==> config.mk <==
export PLATFORM = sky130hd
export DESIGN_NAME = wb_stage_flat
export DESIGN_NICKNAME = d
export VERILOG_FILES = /design/src/rtl/wb_stage_if.sv /design/src/rtl/wb_stage.sv /design/src/flat_wrapper.sv
export SDC_FILE = /design/constraint.sdc
export NUM_CORES = 1
export LEC_CHECK = 0
export CAP_MARGIN = 30
export CORE_MARGIN = 8
export CORE_UTILIZATION = 47
export DETAILED_ROUTE_END_ITERATION = 10
export GPL_ROUTABILITY_DRIVEN = 0
export PLACE_DENSITY = 0.89
export SYNTH_ARGS = -nofsm -noshare
export SYNTH_HDL_FRONTEND = slang
export SYNTH_SLANG_ARGS = --single-unit
export TNS_END_PERCENT = 5
==> constraint.sdc <==
create_clock -name Clk -period 2.7 [get_ports Clk]
set_input_delay 0.54 -clock Clk [delete_from_list [all_inputs] [get_ports Clk]]
set_output_delay 0.54 -clock Clk [all_outputs]
set_load 0.02 [all_outputs]
==> src/rtl/wb_stage_if.sv <==
// Bundle of memory-stage inputs and write-back outputs of the MEM/WB stage.
// The master side is whatever drives the memory-stage results (the MEM stage
// or a testbench); the slave side is wb_stage itself.
interface wb_stage_if;
    // Memory-stage results presented to the WB register
    logic        M_Valid;
    logic        M_RegWrite;
    logic [4:0]  M_A3;
    logic [1:0]  M_WbSel;
    logic [2:0]  M_LoadType;
    logic [31:0] M_ALUOut;
    logic [31:0] M_MemRD;
    logic [31:0] M_PC4;

    // Register-file write port and trace outputs
    logic        W_Valid;
    logic        W_RegWrite;
    logic [4:0]  W_A3;
    logic [31:0] W_WriteData;
    logic [31:0] W_PC4;
    logic [31:0] RetireCount;

    modport master (
        output M_Valid, M_RegWrite, M_A3, M_WbSel, M_LoadType,
               M_ALUOut, M_MemRD, M_PC4,
        input  W_Valid, W_RegWrite, W_A3, W_WriteData, W_PC4, RetireCount
    );

    modport slave (
        input  M_Valid, M_RegWrite, M_A3, M_WbSel, M_LoadType,
               M_ALUOut, M_MemRD, M_PC4,
        output W_Valid, W_RegWrite, W_A3, W_WriteData, W_PC4, RetireCount
    );
endinterface

==> src/rtl/wb_stage.sv <==
// MEM/WB pipeline register and write-back datapath.
// Captures memory-stage results, aligns and extends load data, selects the
// register-file write value and keeps a retired-instruction counter.
module wb_stage #(
    parameter logic [31:0] RESET_PC = 32'h0000_3000
) (
    input  logic        Clk,
    input  logic        Reset,
    input  logic        Stall,
    input  logic        Flush,
    wb_stage_if.slave   bus
);

    // Write-source select encodings
    localparam logic [1:0] WB_ALU  = 2'b00;
    localparam logic [1:0] WB_MEM  = 2'b01;
    localparam logic [1:0] WB_PC8  = 2'b10;
    localparam logic [1:0] WB_ZERO = 2'b11;

    // Load-type encodings; unlisted codes behave as lw
    localparam logic [2:0] LT_LW  = 3'b000;
    localparam logic [2:0] LT_LBU = 3'b001;
    localparam logic [2:0] LT_LB  = 3'b010;
    localparam logic [2:0] LT_LHU = 3'b011;
    localparam logic [2:0] LT_LH  = 3'b100;

    // Aligns the addressed byte/halfword of a memory word and extends it.
    // Halfword selection uses only offset bit 1; bit 0 is ignored.
    function automatic logic [31:0] f_load_extend(
        input logic [31:0] i_word,
        input logic [1:0]  i_off,
        input logic [2:0]  i_type
    );
        logic signed [7:0]  v_byte;
        logic signed [15:0] v_half;
        logic [31:0]        v_res;
        v_byte = i_word[8*i_off +: 8];
        v_half = i_off[1] ? i_word[31:16] : i_word[15:0];
        case (i_type)
            LT_LW:   v_res = i_word;
            LT_LBU:  v_res = {24'h0, v_byte};
            LT_LB:   v_res = 32'(v_byte);
            LT_LHU:  v_res = {16'h0, v_half};
            LT_LH:   v_res = 32'(v_half);
            default: v_res = i_word;
        endcase
        return v_res;
    endfunction

    // WB pipeline register fields
    logic        r_Valid;
    logic        r_RegWrite;
    logic [4:0]  r_A3;
    logic [1:0]  r_WbSel;
    logic [2:0]  r_LoadType;
    logic [31:0] r_ALUOut;
    logic [31:0] r_MemRD;
    logic [31:0] r_PC4;
    logic [31:0] r_RetireCount;

    // Combinational write-back values
    logic [31:0] w_LoadData;
    logic [31:0] w_PC8;
    logic [31:0] w_WriteData;
    logic        w_RegWrite;
    logic        w_Advance;

    // A normal load happens only when no reset, flush or stall is pending
    assign w_Advance = !Flush && !Stall;

    // Pipeline register: reset clears everything, flush inserts a bubble
    // while preserving PC4, stall holds, otherwise capture the MEM stage.
    always_ff @(posedge Clk) begin
        if (Reset) begin
            r_Valid    <= 1'b0;
            r_RegWrite <= 1'b0;
            r_A3       <= 5'd0;
            r_WbSel    <= WB_ALU;
            r_LoadType <= LT_LW;
            r_ALUOut   <= 32'h0;
            r_MemRD    <= 32'h0;
            r_PC4      <= RESET_PC;
        end else if (Flush) begin
            r_Valid    <= 1'b0;
            r_RegWrite <= 1'b0;
            r_A3       <= 5'd0;
            r_WbSel    <= WB_ALU;
            r_LoadType <= LT_LW;
            r_ALUOut   <= 32'h0;
            r_MemRD    <= 32'h0;
        end else if (!Stall) begin
            r_Valid    <= bus.M_Valid;
            r_RegWrite <= bus.M_RegWrite;
            r_A3       <= bus.M_A3;
            r_WbSel    <= bus.M_WbSel;
            r_LoadType <= bus.M_LoadType;
            r_ALUOut   <= bus.M_ALUOut;
            r_MemRD    <= bus.M_MemRD;
            r_PC4      <= bus.M_PC4;
        end
    end

    // Retired-instruction counter: counts real instructions entering WB,
    // wrapping naturally at 2^32.
    always_ff @(posedge Clk) begin
        if (Reset) begin
            r_RetireCount <= 32'h0;
        end else if (w_Advance && bus.M_Valid) begin
            r_RetireCount <= r_RetireCount + 32'd1;
        end
    end

    assign w_LoadData = f_load_extend(r_MemRD, r_ALUOut[1:0], r_LoadType);
    assign w_PC8      = r_PC4 + 32'd4;

    // Bubbles and writes to $0 never reach the register file
    assign w_RegWrite = r_Valid && r_RegWrite && (r_A3 != 5'd0);

    // Select the register-file write value from the registered source
    always_comb begin
        w_WriteData = 32'h0;
        case (r_WbSel)
            WB_ALU:  w_WriteData = r_ALUOut;
            WB_MEM:  w_WriteData = w_LoadData;
            WB_PC8:  w_WriteData = w_PC8;
            WB_ZERO: w_WriteData = 32'h0;
            default: w_WriteData = 32'h0;
        endcase
    end

    assign bus.W_Valid     = r_Valid;
    assign bus.W_RegWrite  = w_RegWrite;
    assign bus.W_A3        = r_A3;
    assign bus.W_WriteData = w_WriteData;
    assign bus.W_PC4       = r_PC4;
    assign bus.RetireCount = r_RetireCount;

endmodule

==> src/flat_wrapper.sv <==
// flat-port wrapper written by rule: the top's interface ports become plain ports
module wb_stage_flat 
#(
    parameter logic [31:0] RESET_PC = 32'h0000_3000
)
  (Clk, Reset, Stall, Flush, bus_M_Valid, bus_M_RegWrite, bus_M_A3, bus_M_WbSel, bus_M_LoadType, bus_M_ALUOut, bus_M_MemRD, bus_M_PC4, bus_W_Valid, bus_W_RegWrite, bus_W_A3, bus_W_WriteData, bus_W_PC4, bus_RetireCount);
  wb_stage_if bus_i ();
  input  logic Clk;
  input  logic Reset;
  input  logic Stall;
  input  logic Flush;
  input wire logic [$bits(bus_i.M_Valid)-1:0] bus_M_Valid;
  input wire logic [$bits(bus_i.M_RegWrite)-1:0] bus_M_RegWrite;
  input wire logic [$bits(bus_i.M_A3)-1:0] bus_M_A3;
  input wire logic [$bits(bus_i.M_WbSel)-1:0] bus_M_WbSel;
  input wire logic [$bits(bus_i.M_LoadType)-1:0] bus_M_LoadType;
  input wire logic [$bits(bus_i.M_ALUOut)-1:0] bus_M_ALUOut;
  input wire logic [$bits(bus_i.M_MemRD)-1:0] bus_M_MemRD;
  input wire logic [$bits(bus_i.M_PC4)-1:0] bus_M_PC4;
  output wire logic [$bits(bus_i.W_Valid)-1:0] bus_W_Valid;
  output wire logic [$bits(bus_i.W_RegWrite)-1:0] bus_W_RegWrite;
  output wire logic [$bits(bus_i.W_A3)-1:0] bus_W_A3;
  output wire logic [$bits(bus_i.W_WriteData)-1:0] bus_W_WriteData;
  output wire logic [$bits(bus_i.W_PC4)-1:0] bus_W_PC4;
  output wire logic [$bits(bus_i.RetireCount)-1:0] bus_RetireCount;
  assign bus_i.M_Valid = bus_M_Valid;
  assign bus_i.M_RegWrite = bus_M_RegWrite;
  assign bus_i.M_A3 = bus_M_A3;
  assign bus_i.M_WbSel = bus_M_WbSel;
  assign bus_i.M_LoadType = bus_M_LoadType;
  assign bus_i.M_ALUOut = bus_M_ALUOut;
  assign bus_i.M_MemRD = bus_M_MemRD;
  assign bus_i.M_PC4 = bus_M_PC4;
  assign bus_W_Valid = bus_i.W_Valid;
  assign bus_W_RegWrite = bus_i.W_RegWrite;
  assign bus_W_A3 = bus_i.W_A3;
  assign bus_W_WriteData = bus_i.W_WriteData;
  assign bus_W_PC4 = bus_i.W_PC4;
  assign bus_RetireCount = bus_i.RetireCount;
  wb_stage #(.RESET_PC(RESET_PC)) u_core (.Clk(Clk), .Reset(Reset), .Stall(Stall), .Flush(Flush), .bus(bus_i));
endmodule
==> impl_metrics.yaml, run 1 <==
cells_and_area:
  multiInputGateArea_sq_um: 4170
  nets: 1202
  final_area_sq_um: 10400
  layout_common_cells: "180 x clkdlybuf4s50_1, 145 x nor2_1, 135 x dfxtp_1"
  drive_gt1_share_pct: 17.0
  layout_commonest_cell: "clkdlybuf4s50_1"
  seqCellArea_sq_um: 2810
  syn2layout_area_growth_pct: 48.2
  utilization_pct: 71.5
  fillerInstances: 1052
yosys:
  yosysSeqAreaShare_pct: 39.8
  synthSimpleGateAreaFrac_pct: 24.9
  async_reset_ff_share_pct: 0
  ys_types: 57
  synth-compound-area-share_pct: 11.0
  synth_fp_nets: 958
  synth_fa_ha_area_share_pct: 0.355
  synth_edf_count: 0
  netlist_area_sq_um: 7040
  synth_top_area_cell: "dfxtp_1"
  yosys_warnings: 0
  synth_top_family_by_area: "simple AND/OR/NAND/NOR gates"
  yosys-top-cells-area: "dfxtp_1 40%, mux2i_1 13%, nor2_1 7.9%"
  synth_xor_area_share_pct: 6.71
  ys.flop_type: "dfxtp_1"
  syn_area_per_cell_sq_um: 8.35
  ys_ff_latch: 140
  syn_inst: 844
  synth_mux_area_share_pct: 13.5
  netlist.area_leader.share_pct: 39.8
flow_run:
  drv_cap: 0
routing:
  vias: 7412
  ant_nets: 0
  drt_iter0_markers: 786
  via_per_inst: 5.76
  routedWlPerCell_um: 20.3
  wl_um: 26100
  dr.pass1.iters: 5
  drc: 0
grt:
  grt_max_degree: 79
  gr-total-overflow: 0
  grt_first_pass_wirelength_um: 39400
  antenna_found_initial: 1
  first_global_vias: 7238
  grt_usage_pct: 25.6
clocking:
  htreeDepth: 4
  cts_tree: "done"
  insertion_delay_ps: 430
  hold_buffers: 0
  cts-root-buf: "clkbuf_16"
  cts_sinks: 140
  numCtsBuffers: 17
  cts_buffer_depth: 2
  path_clk_slew_ps: 70
sta:
  worstMarginPinSlew_ps: 655
  slew_viol_final: 0
  timing.fmax_mhz: 366
  setup_viol: 4
  finalCriticalPeriod_ps: 2730
  grt_setup_unrepaired: "yes"
  hold_violations: 0
  slew_headroom_pct: 56.3
  layout_setup_ws_ps: -32.7
  fin_skew_ps: 10.4
  period_share_pct: 101
outcome:
  status: "complete, but fails checks"
  violations: "setup timing"
place:
  io_buffers: 214
  dp_slack_ps: -283
  hpwl_um: 18500
  placement.cell_area_sq_um: 9710
setup_path:
  r2r_setup_slack_ps: 660
  setup.worst_path.class: "reg -> out"
  critPathArrivalTime_ps: 2190
  crit_fanout: 10
  worstPathRequired_ps: 2160
  end_kind: "output port"
  critPathLaunchType: "register"
die:
  die_h_um: 138
  io_pins: 215
  die_area_sq_um: 19200
  core-area_sq_um: 14600
  initial_core_util_pct: 48.3
  die_x_um: 138
  core.rowCount: 44
worst_hold_path:
  holdCritPathClass: "reg -> reg"
power:
  ir_worst_vdd_v: 0.000452
  powerDensity_nw_per_um2: 518
  p_leak_nw: 3.97
  power_w: 0.00541
[state kept, by name (all words and copies together), names as in the netlist]
register                flops
u_core.bus.RetireCount     32
u_core.bus.W_PC4           32
u_core.r_ALUOut            32
u_core.r_MemRD             32
u_core.bus.W_A3             5
u_core.r_LoadType           3
u_core.r_WbSel              2
u_core.bus.W_Valid          1
u_core.r_RegWrite           1
[cell usage after synthesis (14+ instances only)]
cell / instances
o21ai_0: 18
o221ai_1: 26
nand3_1: 16
nor2_1: 149
a21oi_1: 44
clkbuf_1: 36
mux2i_1: 88
nand2_1: 111
nor3_1: 14
nand4_1: 16
xnor2_1: 41
dfxtp_1: 140
[worst max-delay path: stages, from the launching register on]
cell and delay [ps]:
dfxtp_2 400, nor3b_4 310, buf_4 190, a21oi_1 40
buf_4 180, nor2_1 150, o221ai_1 140, nand2_1 100
clkdlybuf4s15_2 260
[power breakdown]
group / total (W) / switching, W / internal [W]
Combinational: 0.000784 / 0.000392 / 0.000392
Clock: 0.00244 / 0.000937 / 0.00151
Sequential: 0.00218 / 0.0000582 / 0.00213
[area by class of cell]
type                            count  share of cell area [%]
Clock buffer                       19                    4.34
Timing Repair Buffer              282                    24.6
Inverter                            9                   0.324
Multi-Input combinational cell    638                    40.0
Antenna cell                        1                  0.0240
Tap cell                          184                    2.21
Sequential cell                   140                    27.0
Clock inverter                     13                    1.59
[per-stage QoR]
stage / TNS [ps] / instances / hold slack, ps
global placement: -2500 / 1250 / 474
floorplan: 0 / 844 / 458
detailed placement: -3510 / 1250 / 481
global route: -1100 / 1286 / 519
finish: -61.6 / 1286 / 490
CTS: -212 / 1284 / 491
[cells by family after synthesis]
kind of cell / after synthesis
multiplexers: 93
XOR/XNOR: 54
AND/OR/NAND/NOR: 372
AO/OA/AOI/OAI: 116
adder cells (fa/ha/maj): 2
flip-flops: 140
buffers and inverters: 67
[routing by layer]
layer	GRT usage [%]	part of all wire, %	vias to the layer above
met5	0	0	-
met2	41.7	46	423
met3	8.97	11	91
met4	14.0	4.9	0
met1	28.8	38	3452
li1	-	-	3446
[worst paths after layout]
kind,startpoint,end,cells after the start
setup / recovery,u_core.r_LoadType[2],bus_W_WriteData[13],8
hold reg to reg,u_core.bus.W_PC4[1],u_core.bus.W_PC4[1],2
hold / removal,u_core.bus.W_PC4[1],u_core.bus.W_PC4[1],2
setup reg to reg,u_core.bus.RetireCount[10],u_core.bus.RetireCount[31],5
[timing repair]
item / 4_1_cts / 5_1_grt
buffers inserted: 1 / 1
gates resized for setup: 163 / 41
pin swaps: 2 / 7
setup endpoints to repair: 32 / 31
gates cloned: 1 / 0
(Power assumes the default switching activity.)
==> run 2: changes to the inputs <==
--- a/config.mk
+++ b/config.mk
@@ -10,6 +10,7 @@
 export CORE_UTILIZATION = 47
 export DETAILED_ROUTE_END_ITERATION = 10
 export GPL_ROUTABILITY_DRIVEN = 0
+export HOLD_SLACK_MARGIN = 0.1
 export PLACE_DENSITY = 0.89
 export SYNTH_ARGS = -nofsm -noshare
 export SYNTH_HDL_FRONTEND = slang
==> results of run 2 <==
Final layout, timing and power as in run 1 (identical DEF).
==> run 3: changes to the inputs <==
--- a/config.mk
+++ b/config.mk
@@ -9,9 +9,10 @@
 export CORE_MARGIN = 8
 export CORE_UTILIZATION = 47
 export DETAILED_ROUTE_END_ITERATION = 10
-export GPL_ROUTABILITY_DRIVEN = 0
 export HOLD_SLACK_MARGIN = 0.1
 export PLACE_DENSITY = 0.89
+export RECOVER_POWER = 25
+export SLEW_MARGIN = 20
 export SYNTH_ARGS = -nofsm -noshare
 export SYNTH_HDL_FRONTEND = slang
 export SYNTH_SLANG_ARGS = --single-unit
==> impl_metrics.yaml, run 3 (synthesis results as in run 1) <==
flow_run:
  drv_cap: 1
cells_and_area:
  syn2layout_area_growth_pct: 48.9
  nets: 1212
  antenna_cells: 0
  layout_common_cells: "178 x clkdlybuf4s50_1, 145 x nor2_1, 135 x dfxtp_1"
  utilization_pct: 71.9
  layout_commonest_cell: "clkdlybuf4s50_1"
  drive_gt1_share_pct: 17.1
  fillerInstances: 1097
  layout.cells.non_filler: 1294
die:
  die_x_um: 138
  die_h_um: 138
  initial_core_util_pct: 48.3
  io_pins: 215
  core-area_sq_um: 14600
  core.rowCount: 44
  die_area_sq_um: 19200
grt:
  met2_usage_pct: 42.0
  first_global_vias: 7269
  grt_use_met3_pct: 8.87
  grt_first_pass_wirelength_um: 39300
  met1_usage_pct: 29.5
  grt_max_degree: 79
  top_usage_layer: "met2"
  antenna_found_initial: 2
  gr-total-overflow: 0
  grt_usage_pct: 25.7
sta:
  layout_setup_ws_ps: -107
  timing.fmax_mhz: 356
  hold_violations: 0
  grt_setup_unrepaired: "yes"
  finalCriticalPeriod_ps: 2810
  worstMarginPinSlew_ps: 1570
  whs_ps: 494
  slew_viol_final: 77
  slew_headroom_pct: -4.89
  setup_viol: 15
  setup_tns_ps: -653
  period_share_pct: 104
  fin_skew_ps: 6.65
power:
  ir_worst_vdd_v: 0.000432
  powerDensity_nw_per_um2: 505
  p_leak_nw: 4.03
outcome:
  violations: "capacitance limit, slew limit, setup timing"
  status: "complete, but fails checks"
place:
  globalplace.congestion: 0.946
  dp_cells: 1261
  io_buffers: 214
  hpwl_um: 19000
  dp_slack_ps: -418
setup_path:
  setup.worst_path.class: "reg -> out"
  crit_fanout: 6
  worstPathRequired_ps: 2160
  critPathArrivalTime_ps: 2270
  end_kind: "output port"
  path_cells: "buf_6 > xor2_2 > nand3b_1 > mux2_4 > a2bb2oi_2 > o22ai_1 > buf_4"
  critical-path-max-stage-delay_ps: 390
  cp_slowest_cell: "mux2_4"
  critPathLaunchType: "register"
  path_buf_inv: 2
  cp_top_family: "multiplexers"
clocking:
  path_clk_slew_ps: 60
  cts_tree: "done"
  hold_buffers: 0
  cts-root-buf: "clkbuf_16"
  insertion_delay_ps: 430
  numCtsBuffers: 17
  cts_sinks: 140
  htreeDepth: 4
  cts_buffer_depth: 2
routing:
  wl_um: 26500
  drc: 0
  vias: 7308
  drt_iter0_markers: 719
  routedWlPerCell_um: 20.5
  ant_nets: 0
  via_per_inst: 5.65
  dr.pass1.iters: 6
worst_hold_path:
  holdCritPathClass: "reg -> reg"
[run 3: cell count changes in the layout (fill, tap and decap cells not counted), moves of 2 or more]
cell / before / now
buf_4: 70 / 75
clkinvlp_4: 3 / 0
dlygate4sd3_1: 0 / 2
buf_6: 2 / 7
clkinv_2: 2 / 4
clkbuf_2: 5 / 3
mux2_2: 4 / 1
clkdlybuf4s50_1: 180 / 178
mux2_4: 0 / 3
clkbuf_1: 0 / 6
clkinv_4: 4 / 1
[run 3: path summary, 6_finish.rpt]
check	to	slack [ps]	from	cells past startpoint
worst min register to register	u_core.bus.W_PC4[31]	490	u_core.bus.W_PC4[31]	2
worst min-delay path	u_core.bus.W_PC4[31]	490	u_core.bus.W_PC4[31]	2
worst max-delay path	bus_W_WriteData[2]	-110	u_core.r_LoadType[1]	7
worst max register to register	u_core.bus.RetireCount[31]	670	u_core.bus.RetireCount[11]	5
[run 3: metal layers]
layer  vias to the layer above  part of all wire, %
li1                       3462                    -
met1                      3404                   39
met2                       374                   47
met3                        64                   10
met4                         4                  3.3
met5                         -                0.079
[run 3: stage by stage]
stage | total power, W | cell area, sq um
2_1_floorplan | 0.00258 | 7040
3_3_place_gp | 0.00301 | 9790
3_5_place_dp | 0.00302 | 9790
4_1_cts | 0.00529 | 10400
5_1_grt | 0.00545 | 10500
6_report | 0.00529 | 10500
[run 3: cell type report]
type / count / area [sq um] / share of cell area, %
multi-input cells: 638 / 4190 / 40.0
flip-flops and latches: 140 / 2810 / 26.8
repair buffers: 292 / 2650 / 25.2
clock buffers: 24 / 482 / 4.59
well taps: 184 / 230 / 2.20
clock inverters: 7 / 88.8 / 0.847
inverters: 9 / 33.8 / 0.322
[run 3: power breakdown]
| group | internal [W] | switching (W) | total, W |
|---|---|---|---|
| sequential | 0.00213 | 0.0000558 | 0.00218 |
| combinational | 0.000407 | 0.000398 | 0.000805 |
| clock | 0.00142 | 0.000880 | 0.00230 |
[run 3: tightest hold or removal path, cell delays in order (launching register included)]
cell	delay (ps)
dfxtp_1	330
nand2_1	60
a21oi_1	50
[run 3: timing repair]
| item | 4_1_cts | 5_1_grt |
|---|---|---|
| setup buffers | 0 | 1 |
| endpoints found under the setup margin | 32 | 32 |
| pin swaps | 5 | 7 |
| gates resized for setup | 173 | 38 |
| gates cloned | 0 | 1 |
